===== config.mk =====
export PLATFORM = sky130hd
export DESIGN_NAME = serial_bus_sequencer_flat
export DESIGN_NICKNAME = d
export VERILOG_FILES = /design/src/rtl/serial_bus_sequencer_if.sv /design/src/rtl/serial_bus_sequencer.sv /design/src/flat_wrapper.sv
export SDC_FILE = /design/constraint.sdc
export NUM_CORES = 1
export LEC_CHECK = 0
export CAP_MARGIN = 20
export CORE_UTILIZATION = 31
export DETAILED_ROUTE_END_ITERATION = 10
export SYNTH_ARGS = -nofsm -noshare
export SYNTH_HDL_FRONTEND = slang
export SYNTH_SLANG_ARGS = --single-unit

===== constraint.sdc =====
create_clock -name clk_i -period 2 [get_ports clk_i]
set_input_delay 0.4 -clock clk_i [delete_from_list [all_inputs] [get_ports clk_i]]
set_output_delay 0.4 -clock clk_i [all_outputs]
set_load 0.005 [all_outputs]

===== src/rtl/serial_bus_sequencer_if.sv =====
// ============================================================================
// Module   : serial_bus_sequencer_if
// Purpose  : Requester, combiner and serial-link signals of the bus sequencer.
// Revision : 1.0 - initial release
// ============================================================================
`default_nettype none

interface serial_bus_sequencer_if #(
    parameter int N_REQ  = 2,
    parameter int DATA_W = 8
);
    logic [N_REQ-1:0]        req;
    logic [N_REQ*DATA_W-1:0] req_data;
    logic [N_REQ*4-1:0]      req_len;
    logic                    buff_full;
    logic                    bus_held;
    logic [N_REQ-1:0]        gnt;
    logic [N_REQ-1:0]        done;
    logic                    busy;
    logic                    scl;
    logic                    sda;

    modport master (
        input  req, req_data, req_len, buff_full, bus_held,
        output gnt, done, busy, scl, sda
    );

    modport slave (
        output req, req_data, req_len, buff_full, bus_held,
        input  gnt, done, busy, scl, sda
    );
endinterface

`default_nettype wire


===== src/rtl/serial_bus_sequencer.sv =====
// ============================================================================
// Module   : serial_bus_sequencer
// Purpose  : Round-robin bus master framing requester words onto scl/sda.
// Revision : 1.0 - initial release
// ============================================================================
`default_nettype none

module serial_bus_sequencer #(
    parameter int CLK_DIV = 4,
    parameter int DATA_W  = 8,
    parameter int N_REQ   = 2
) (
    input  wire logic              clk_i,
    input  wire logic              rst_ni,
    serial_bus_sequencer_if.master bus
);

    localparam int c_CNT_W = $clog2(CLK_DIV);
    localparam int c_LEN_W = $clog2(DATA_W + 1);
    localparam int c_PTR_W = $clog2(N_REQ);

    localparam logic [c_CNT_W-1:0] c_CNT_LAST = c_CNT_W'(CLK_DIV - 1);
    localparam logic [c_PTR_W-1:0] c_PTR_LAST = c_PTR_W'(N_REQ - 1);
    localparam logic [c_PTR_W:0]   c_N_REQ_X  = (c_PTR_W + 1)'(N_REQ);
    localparam logic [c_LEN_W-1:0] c_LEN_ONE  = c_LEN_W'(1);
    localparam logic [c_LEN_W-1:0] c_LEN_MAX  = c_LEN_W'(DATA_W);
    localparam logic [N_REQ-1:0]   c_GNT_ONE  = N_REQ'(1);

    typedef enum logic [2:0] {
        S_IDLE      = 3'd0,
        S_START     = 3'd1,
        S_BIT_LO    = 3'd2,
        S_BIT_HI    = 3'd3,
        S_STOP_LO   = 3'd4,
        S_STOP_HI   = 3'd5,
        S_STOP_IDLE = 3'd6
    } state_t;

    state_t               state_q, state_d;
    logic [c_CNT_W-1:0]   cnt_q,   cnt_d;
    logic [c_PTR_W-1:0]   ptr_q,   ptr_d;
    logic [DATA_W-1:0]    sh_q,    sh_d;
    logic [c_LEN_W-1:0]   rem_q,   rem_d;
    logic [N_REQ-1:0]     gnt_q,   gnt_d;
    logic [N_REQ-1:0]     done_q,  done_d;
    logic                 busy_q,  busy_d;
    logic                 scl_q,   scl_d;
    logic                 sda_q,   sda_d;

    logic                 w_found;
    logic [c_PTR_W-1:0]   w_winner;
    logic [c_PTR_W:0]     w_idx;
    logic [DATA_W-1:0]    w_sel_data;
    logic [3:0]           w_sel_len;
    logic [c_LEN_W-1:0]   w_len;
    logic                 w_stall;
    logic                 w_tick;

    // Round-robin search: first requester at or after the pointer, wrapping.
    always_comb begin
        w_found  = 1'b0;
        w_winner = ptr_q;
        w_idx    = '0;
        for (int k = 0; k < N_REQ; k++) begin
            w_idx = {1'b0, ptr_q} + (c_PTR_W + 1)'(k);
            if (w_idx >= c_N_REQ_X) begin
                w_idx = w_idx - c_N_REQ_X;
            end
            if (!w_found && bus.req[w_idx[c_PTR_W-1:0]]) begin
                w_found  = 1'b1;
                w_winner = w_idx[c_PTR_W-1:0];
            end
        end
    end

    always_comb begin
        w_sel_data = '0;
        w_sel_len  = '0;
        for (int i = 0; i < N_REQ; i++) begin
            if (w_winner == c_PTR_W'(i)) begin
                w_sel_data = bus.req_data[i*DATA_W +: DATA_W];
                w_sel_len  = bus.req_len[i*4 +: 4];
            end
        end
        w_len = (int'(w_sel_len) > DATA_W) ? c_LEN_MAX : c_LEN_W'(w_sel_len);
    end

    // Backpressure freezes the divider only in the data-low phase.
    assign w_stall = (state_q == S_BIT_LO) && bus.buff_full;
    assign w_tick  = busy_q && !w_stall && (cnt_q == c_CNT_LAST);

    always_comb begin
        state_d = state_q;
        cnt_d   = cnt_q;
        ptr_d   = ptr_q;
        sh_d    = sh_q;
        rem_d   = rem_q;
        gnt_d   = gnt_q;
        done_d  = '0;
        busy_d  = busy_q;

        if (busy_q && !w_stall) begin
            cnt_d = w_tick ? '0 : cnt_q + 1'b1;
        end

        case (state_q)
            S_IDLE: begin
                if (w_found && !bus.bus_held) begin
                    state_d = S_START;
                    cnt_d   = '0;
                    gnt_d   = c_GNT_ONE << w_winner;
                    busy_d  = 1'b1;
                    sh_d    = w_sel_data;
                    rem_d   = w_len;
                    ptr_d   = (w_winner == c_PTR_LAST) ? '0 : w_winner + 1'b1;
                end
            end
            S_START: begin
                if (w_tick) begin
                    state_d = (rem_q == '0) ? S_STOP_LO : S_BIT_LO;
                end
            end
            S_BIT_LO: begin
                if (w_tick) begin
                    state_d = S_BIT_HI;
                end
            end
            S_BIT_HI: begin
                if (w_tick) begin
                    sh_d    = sh_q << 1;
                    rem_d   = rem_q - c_LEN_ONE;
                    state_d = (rem_q == c_LEN_ONE) ? S_STOP_LO : S_BIT_LO;
                end
            end
            S_STOP_LO: begin
                if (w_tick) begin
                    state_d = S_STOP_HI;
                end
            end
            S_STOP_HI: begin
                if (w_tick) begin
                    state_d = S_STOP_IDLE;
                end
            end
            S_STOP_IDLE: begin
                if (w_tick) begin
                    done_d  = gnt_q;
                    gnt_d   = '0;
                    busy_d  = 1'b0;
                    state_d = S_IDLE;
                end
            end
            default: begin
                state_d = S_IDLE;
                gnt_d   = '0;
                busy_d  = 1'b0;
            end
        endcase
    end

    // Line levels are decoded from the next state so scl/sda leave a flop.
    always_comb begin
        scl_d = 1'b1;
        sda_d = 1'b1;
        case (state_d)
            S_START: begin
                sda_d = 1'b0;
            end
            S_BIT_LO: begin
                scl_d = 1'b0;
                sda_d = sh_d[DATA_W-1];
            end
            S_BIT_HI: begin
                sda_d = sh_d[DATA_W-1];
            end
            S_STOP_LO: begin
                scl_d = 1'b0;
                sda_d = 1'b0;
            end
            S_STOP_HI: begin
                sda_d = 1'b0;
            end
            default: begin
                scl_d = 1'b1;
                sda_d = 1'b1;
            end
        endcase
    end

    always_ff @(posedge clk_i or negedge rst_ni) begin
        if (!rst_ni) begin
            state_q <= S_IDLE;
            cnt_q   <= '0;
            ptr_q   <= '0;
            sh_q    <= '0;
            rem_q   <= '0;
            gnt_q   <= '0;
            done_q  <= '0;
            busy_q  <= 1'b0;
            scl_q   <= 1'b1;
            sda_q   <= 1'b1;
        end else begin
            state_q <= state_d;
            cnt_q   <= cnt_d;
            ptr_q   <= ptr_d;
            sh_q    <= sh_d;
            rem_q   <= rem_d;
            gnt_q   <= gnt_d;
            done_q  <= done_d;
            busy_q  <= busy_d;
            scl_q   <= scl_d;
            sda_q   <= sda_d;
        end
    end

    assign bus.gnt  = gnt_q;
    assign bus.done = done_q;
    assign bus.busy = busy_q;
    assign bus.scl  = scl_q;
    assign bus.sda  = sda_q;

endmodule

`default_nettype wire

===== src/flat_wrapper.sv =====
// flat-port wrapper written by rule: the top's interface ports become plain ports
module serial_bus_sequencer_flat 
#(
    parameter int CLK_DIV = 4,
    parameter int DATA_W  = 8,
    parameter int N_REQ   = 2
)
  (clk_i, rst_ni, bus_req, bus_req_data, bus_req_len, bus_buff_full, bus_bus_held, bus_gnt, bus_done, bus_busy, bus_scl, bus_sda);
  serial_bus_sequencer_if #(.N_REQ(N_REQ), .DATA_W(DATA_W)) bus_i ();
  input  wire logic clk_i;
  input  wire logic rst_ni;
  input wire logic [$bits(bus_i.req)-1:0] bus_req;
  input wire logic [$bits(bus_i.req_data)-1:0] bus_req_data;
  input wire logic [$bits(bus_i.req_len)-1:0] bus_req_len;
  input wire logic [$bits(bus_i.buff_full)-1:0] bus_buff_full;
  input wire logic [$bits(bus_i.bus_held)-1:0] bus_bus_held;
  output wire logic [$bits(bus_i.gnt)-1:0] bus_gnt;
  output wire logic [$bits(bus_i.done)-1:0] bus_done;
  output wire logic [$bits(bus_i.busy)-1:0] bus_busy;
  output wire logic [$bits(bus_i.scl)-1:0] bus_scl;
  output wire logic [$bits(bus_i.sda)-1:0] bus_sda;
  assign bus_i.req = bus_req;
  assign bus_i.req_data = bus_req_data;
  assign bus_i.req_len = bus_req_len;
  assign bus_i.buff_full = bus_buff_full;
  assign bus_i.bus_held = bus_bus_held;
  assign bus_gnt = bus_i.gnt;
  assign bus_done = bus_i.done;
  assign bus_busy = bus_i.busy;
  assign bus_scl = bus_i.scl;
  assign bus_sda = bus_i.sda;
  serial_bus_sequencer #(.CLK_DIV(CLK_DIV), .DATA_W(DATA_W), .N_REQ(N_REQ)) u_core (.clk_i(clk_i), .rst_ni(rst_ni), .bus(bus_i));
endmodule

### After elaboration in Yosys (flattened, before gate mapping)

Cells that the tools add are included.

| operators by class | value |
|---|---|
| $add $sub $neg | 6 |
| multiply operators | 0 |
| div/mod/pow operators | 0 |
| $lt $le $gt $ge | 5 |
| eq/ne operators | 16 |
| shift operators | 1 |
| muxes and demuxes | 44 |
| bitwise gates (word level) | 1 |
| reduce and logical (&&, ||, !) cells | 18 |

Operators with widths:

| cell | count |
|---|---|
| $mux W3 | 9 |
| $mux W8 | 3 |
| $pmux W3 S7 | 1 |
| $mux W2 | 8 |
| $mux W4 | 4 |
| $pmux W8 S2 | 1 |
| $eq A3 B3 Y1 const B | 5 |
| $mux W1 | 14 |
| $eq A3 B2 Y1 const B | 4 |
| $pmux W4 S2 | 1 |
| $eq A3 B1 Y1 const B | 2 |
| $ne A2 B1 Y1 const B | 3 |
| $pmux W2 S3 | 1 |
| $reduce_and A3 Y1 | 2 |
| $logic_and A1 B1 Y1 | 5 |
| $reduce_or A5 Y1 | 1 |
| $eq A4 B1 Y1 const B | 1 |
| $gt A4 B4 Y1 const B | 1 |
| $logic_not A4 Y1 | 1 |
| $lt A1 B2 Y1 const B | 2 |
| $reduce_or A2 Y1 | 2 |
| $sub A4 B1 Y4 const B | 1 |
| $logic_not A1 Y1 | 3 |
| $logic_not A3 Y1 | 1 |
| 14 further kinds | 15 |

| storage, ports and cells | value |
|---|---|
| flip-flop bits (word level) | 25 |
| latch bits | 0 |
| RAM bits | 0 |
| ROM bits | 0 |
| input bits | 30 |
| output and inout bits | 7 |
| word-level logic and storage cells | 102 |
| memories | 0 |

### Longest topological paths before layout

| depth | value |
|---|---|
| depth in word-level cells | 14 |
| depth in mapped cells | 7 |
| mapped depth without buffers | 6 |

### Worst setup path after synthesis

Ideal clock, no wire load.

| timing path | value |
|---|---|
| path type | reg2reg |
| from | register u_core.cnt_q[0] |
| to | register u_core.sda_q, in the netlist u_core.bus.sda |
| library setup time | 0.105 ns |
| arrival time | 1.596 ns |
| path slack | 0.300 ns |
| stages on the path, launching flop included | 7 |
| path buffers | 0 |
| period minus slack after synthesis | 1.700 ns |
| cells stage by stage | dfrtp_1 -> ha_1 -> and2_4 -> a41oi_2 -> o221ai_2 -> and2_1 -> a2111oi_2 |

| between the ends | value |
|---|---|
| longest elaborated chain between the ends | 7 |

RTL lines:

| item | line | text |
|---|---|---|
| start: declaration | serial_bus_sequencer.sv:40 | `logic [c_CNT_W-1:0] cnt_q, cnt_d;` |
| start signal: assignment | serial_bus_sequencer.sv:204 | `cnt_q <= cnt_d;` |
| $eq A2 B2 Y1 * | serial_bus_sequencer.sv:90 | `assign w_tick = busy_q && !w_stall && (cnt_q == c_CNT_LAST);` |
| $logic_and A1 B1 Y1 * | serial_bus_sequencer.sv:90 |  |
| $mux W3 (tied with other cells) | serial_bus_sequencer.sv:146 | `if (w_tick) begin` |
| $pmux W3 S7 * | serial_bus_sequencer.sv:106 | `case (state_q)` |
| via u_core.state_d[2] | serial_bus_sequencer.sv:39 | `state_t state_q, state_d;` |
| $eq A3 B1 Y1 (tied with other cells) | serial_bus_sequencer.sv:165 | `case (state_d)` |
| $reduce_or A3 Y1 (no line) or $reduce_or A2 Y1 (tied branches) | - |  |
| $pmux W1 S2 * | serial_bus_sequencer.sv:165 |  |
| via u_core.sda_d | serial_bus_sequencer.sv:48 | `logic sda_q, sda_d;` |
| end signal: assignment | serial_bus_sequencer.sv:201 | `sda_q <= 1'b1;` |
| end signal: assignment | serial_bus_sequencer.sv:212 | `sda_q <= sda_d;` |
| end: declaration | serial_bus_sequencer.sv:48 |  |

The timed path passes the listed nets; every way through them passes the cells marked *. The select of a mux whose other input is x is not followed.
A chain may end at the register's enable or synchronous reset.

### Worst setup path after layout

Same ends and word-level chain as after synthesis.

==> key figures <==
Logic synthesis
  – Cell area after synthesis: 1430 µm²
  – Top cell type's share of synthesized area: 40.2%
  – Seq/Total Area, Yosys: 43.9%
  – Top cells by count, synth: dfrtp_1 (23), nand2_1 (12), mux2i_1 (9), o21ai_1 (9), a22oi_1 (7)
  – Area contributors post-synth: dfrtp_1 (40%), mux2i_1 (6.3%), a22oi_1 (3.7%), dfstp_2 (3.7%), ha_1 (3.5%)
  – Synth Instances: 137
  – Asr flop ratio synth: 100%
  – Yosys top cell by area: dfrtp_1
  – Syn avg cell area: 10.4 µm²
  – Synth Net Count: 171
  – Synth warnings: 0
  – Yosys reg bits: 25
  – Top-count cell post-synth: dfrtp_1
  – Netlist cell types: 46
  – Main synth FF type: dfrtp_1
  – Number of synthesized flops with an enable pin: 0

Worst setup path
  – CP max FO: 6
  – Worst r2r src: u_core.cnt_q[0]
  – CP required: 2.18 ns
  – Register-to-register setup slack: 0.15 ns
  – Reg2reg path depth: 6
  – WS Path Type: flop to flop
  – Worst setup EP type: flop
  – Worst reg2reg path endpoint: u_core.bus.sda
  – Setup crit start kind: flop
  – Critical Path AT: 2.04 ns

Die
  – FP Rows: 24
  – Ports: 37
  – Initial Util: 32.6%
  – Core box area: 4380 µm²
  – Total die area: 4890 µm²
  – Die width: 70.0 µm
  – Die H: 70.0 µm

CTS
  – Clock latency on the worst-skew pair: 0.28 ns
  – Setup repair bufs after CTS: 0
  – Root buf cell: clkbuf_8
  – Clk sinks: 25
  – H-tree Lvls: 1
  – CTS tree: built
  – Clock Path Buffers: 2
  – Number of buffers created by CTS: 3
  – Resized Gates After CTS: 0
  – Hold Buf Count CTS: 0
  – Worst-path clk slew: 0.09 ns

Timing
  – Worst rel slew slack: 76.3%
  – Post-route setup slack: 0.146 ns
  – Final Max Tran Viols: 0
  – Final setup violation count: 0
  – RSZ-0062 raised after global routing: false
  – Hold Vio Cnt, Final: 0
  – Worst Max-Slew Pin Slew: 0.356 ns
  – Final Cycle Share: 92.7%
  – Final Critical Period: 1.85 ns
  – Setup TNS: 0 ns
  – Fmax: 0.539 GHz
  – Final setup skew: 0.00467 ns

Run
  – Max cap viols: 0

Global routing
  – Largest net degree at the start of global routing: 26
  – Tot GR Track Use: 15.0%
  – Number of antenna violations at the first check in global routing: 0
  – First-pass GRT wire length: 5.79 mm
  – Vias in the first global route: 1327
  – Remaining Overflow, GRT: 0

Placed design
  – DPL Wire Length: 2.57 mm
  – Placed Instances: 233
  – IO Port Bufs: 36
  – Dpl ws: -0.0655 ns
  – RD Place Congestion: 0.759

Detailed routing
  – Post-Route WL: 3.24 mm
  – Drt first pass iters: 4
  – Total number of vias: 1231
  – Detailed-route DRC error count: 0
  – Remaining antenna violation count: 0
  – Routed vias/inst: 5.19
  – Wire length per cell: 13.7 µm
  – Iteration-0 DRC Markers: 69

Min path
  – Worst Hold Class: input port to async pin

Layout
  – Net count, final: 220
  – ANT cells: 0
  – Share of cells above drive strength 1: 19.5%
  – Non-Filler Instances: 237
  – Area Growth Syn to Fin: 37.4%

Power and ir drop
  – Peak VDD IR: 0.384 mV
  – Leakage: 0.828 nW
  – PD cells: 1200 nW/µm²

Status
  – Status: completed
## metal layers
layer / wire length (µm) / share of wire [%] / vias up / GRT usage (%)
met5: 0 / 0 / - / 0
met4: 49 / 1.5 / 0 / 5.78
met3: 141 / 4.4 / 6 / 2.89
met2: 1670 / 52 / 37 / 27.9
met1: 1370 / 42 / 581 / 16.7
li1: - / - / 607 / -
## through the flow
stage	power (mW)	utilization (%)	hold WS (ns)	instance area (µm²)
floorplan	1.64	-	0.104	1430
global placement	2.04	43.8	0.494	1920
detailed placement	2.08	43.8	0.508	1920
CTS	2.40	44.9	0.483	1970
global route	2.58	44.9	0.498	1970
finish	2.37	44.9	0.472	1970
## critical path: stages (launching register included)
cell and delay, ns:
dfrtp_1 0.41, ha_1 0.27, and2_4 0.21, a41oi_2 0.19, o221ai_2 0.15, and2_1 0.20, a2111oi_2 0.33
## placed cells by master (no fill, tap or decap), drive strengths merged, types with 3 or more instances in the layout
cell / n
ha: 4
nor3b: 3
o221ai: 3
clkdlybuf4s50: 36
and3: 3
clkbuf: 3
mux2i: 9
nor2: 8
nand3: 4
inv: 5
nand2: 12
o21ai: 14
a31oi: 4
dfrtp: 23
a22oi: 7
buf: 14
a21oi: 7
## kinds of logic (layout without fill, tap and decap cells)
| group | Yosys count | count (layout) | share of synthesized area [%] |
|---|---|---|---|
| AO/OA/AOI/OAI | 45 | 45 | 22.8 |
| adder cells (fa/ha/maj) | 4 | 4 | 3.50 |
| buffers and inverters | 11 | 59 | 4.37 |
| flip-flops | 25 | 25 | 43.9 |
| multiplexers | 11 | 11 | 7.87 |
| AND/OR/NAND/NOR | 41 | 41 | 17.6 |
## flip-flops by register name, indices dropped and copies added (netlist names)
register	flops
u_core.bus.gnt	2
u_core.bus.sda	1
u_core.ptr_q	1
u_core.state_q	3
u_core.bus.busy	1
u_core.bus.done	2
u_core.cnt_q	2
u_core.bus.scl	1
u_core.rem_q	4
u_core.sh_q	8
## worst max-delay path by stage
stage	from	endpoint	slack [ns]	cells past startpoint
after global placement	bus_req[1]	u_core.sh_q[6]	-0.02	6
final	u_core.cnt_q[0]	u_core.bus.sda	0.15	6
after detailed placement	bus_req[1]	u_core.sh_q[0]	-0.07	6
after CTS	u_core.cnt_q[0]	u_core.bus.sda	0.12	6
after global routing	u_core.cnt_q[0]	u_core.bus.scl	0.007	7
after floorplan	u_core.cnt_q[0]	u_core.bus.sda	0.30	6
## where the power goes
part	switching [mW]	internal [mW]	leakage, nW
Clock	0.176	0.142	0.0217
Sequential	0.151	0.727	0.303
Combinational	0.575	0.598	0.504
## layout make-up
| cell class | instances | area [µm²] |
|---|---|---|
| clock buffers | 3 | 41.3 |
| clock inverters | 1 | 7.51 |
| fillers | 429 | 2420 |
| inverters | 5 | 18.8 |
| multi-input cells | 101 | 741 |
| flip-flops and latches | 25 | 628 |
| well taps | 52 | 65.1 |
| repair buffers | 50 | 465 |
No activity file was read; power rests on OpenSTA's default activity.
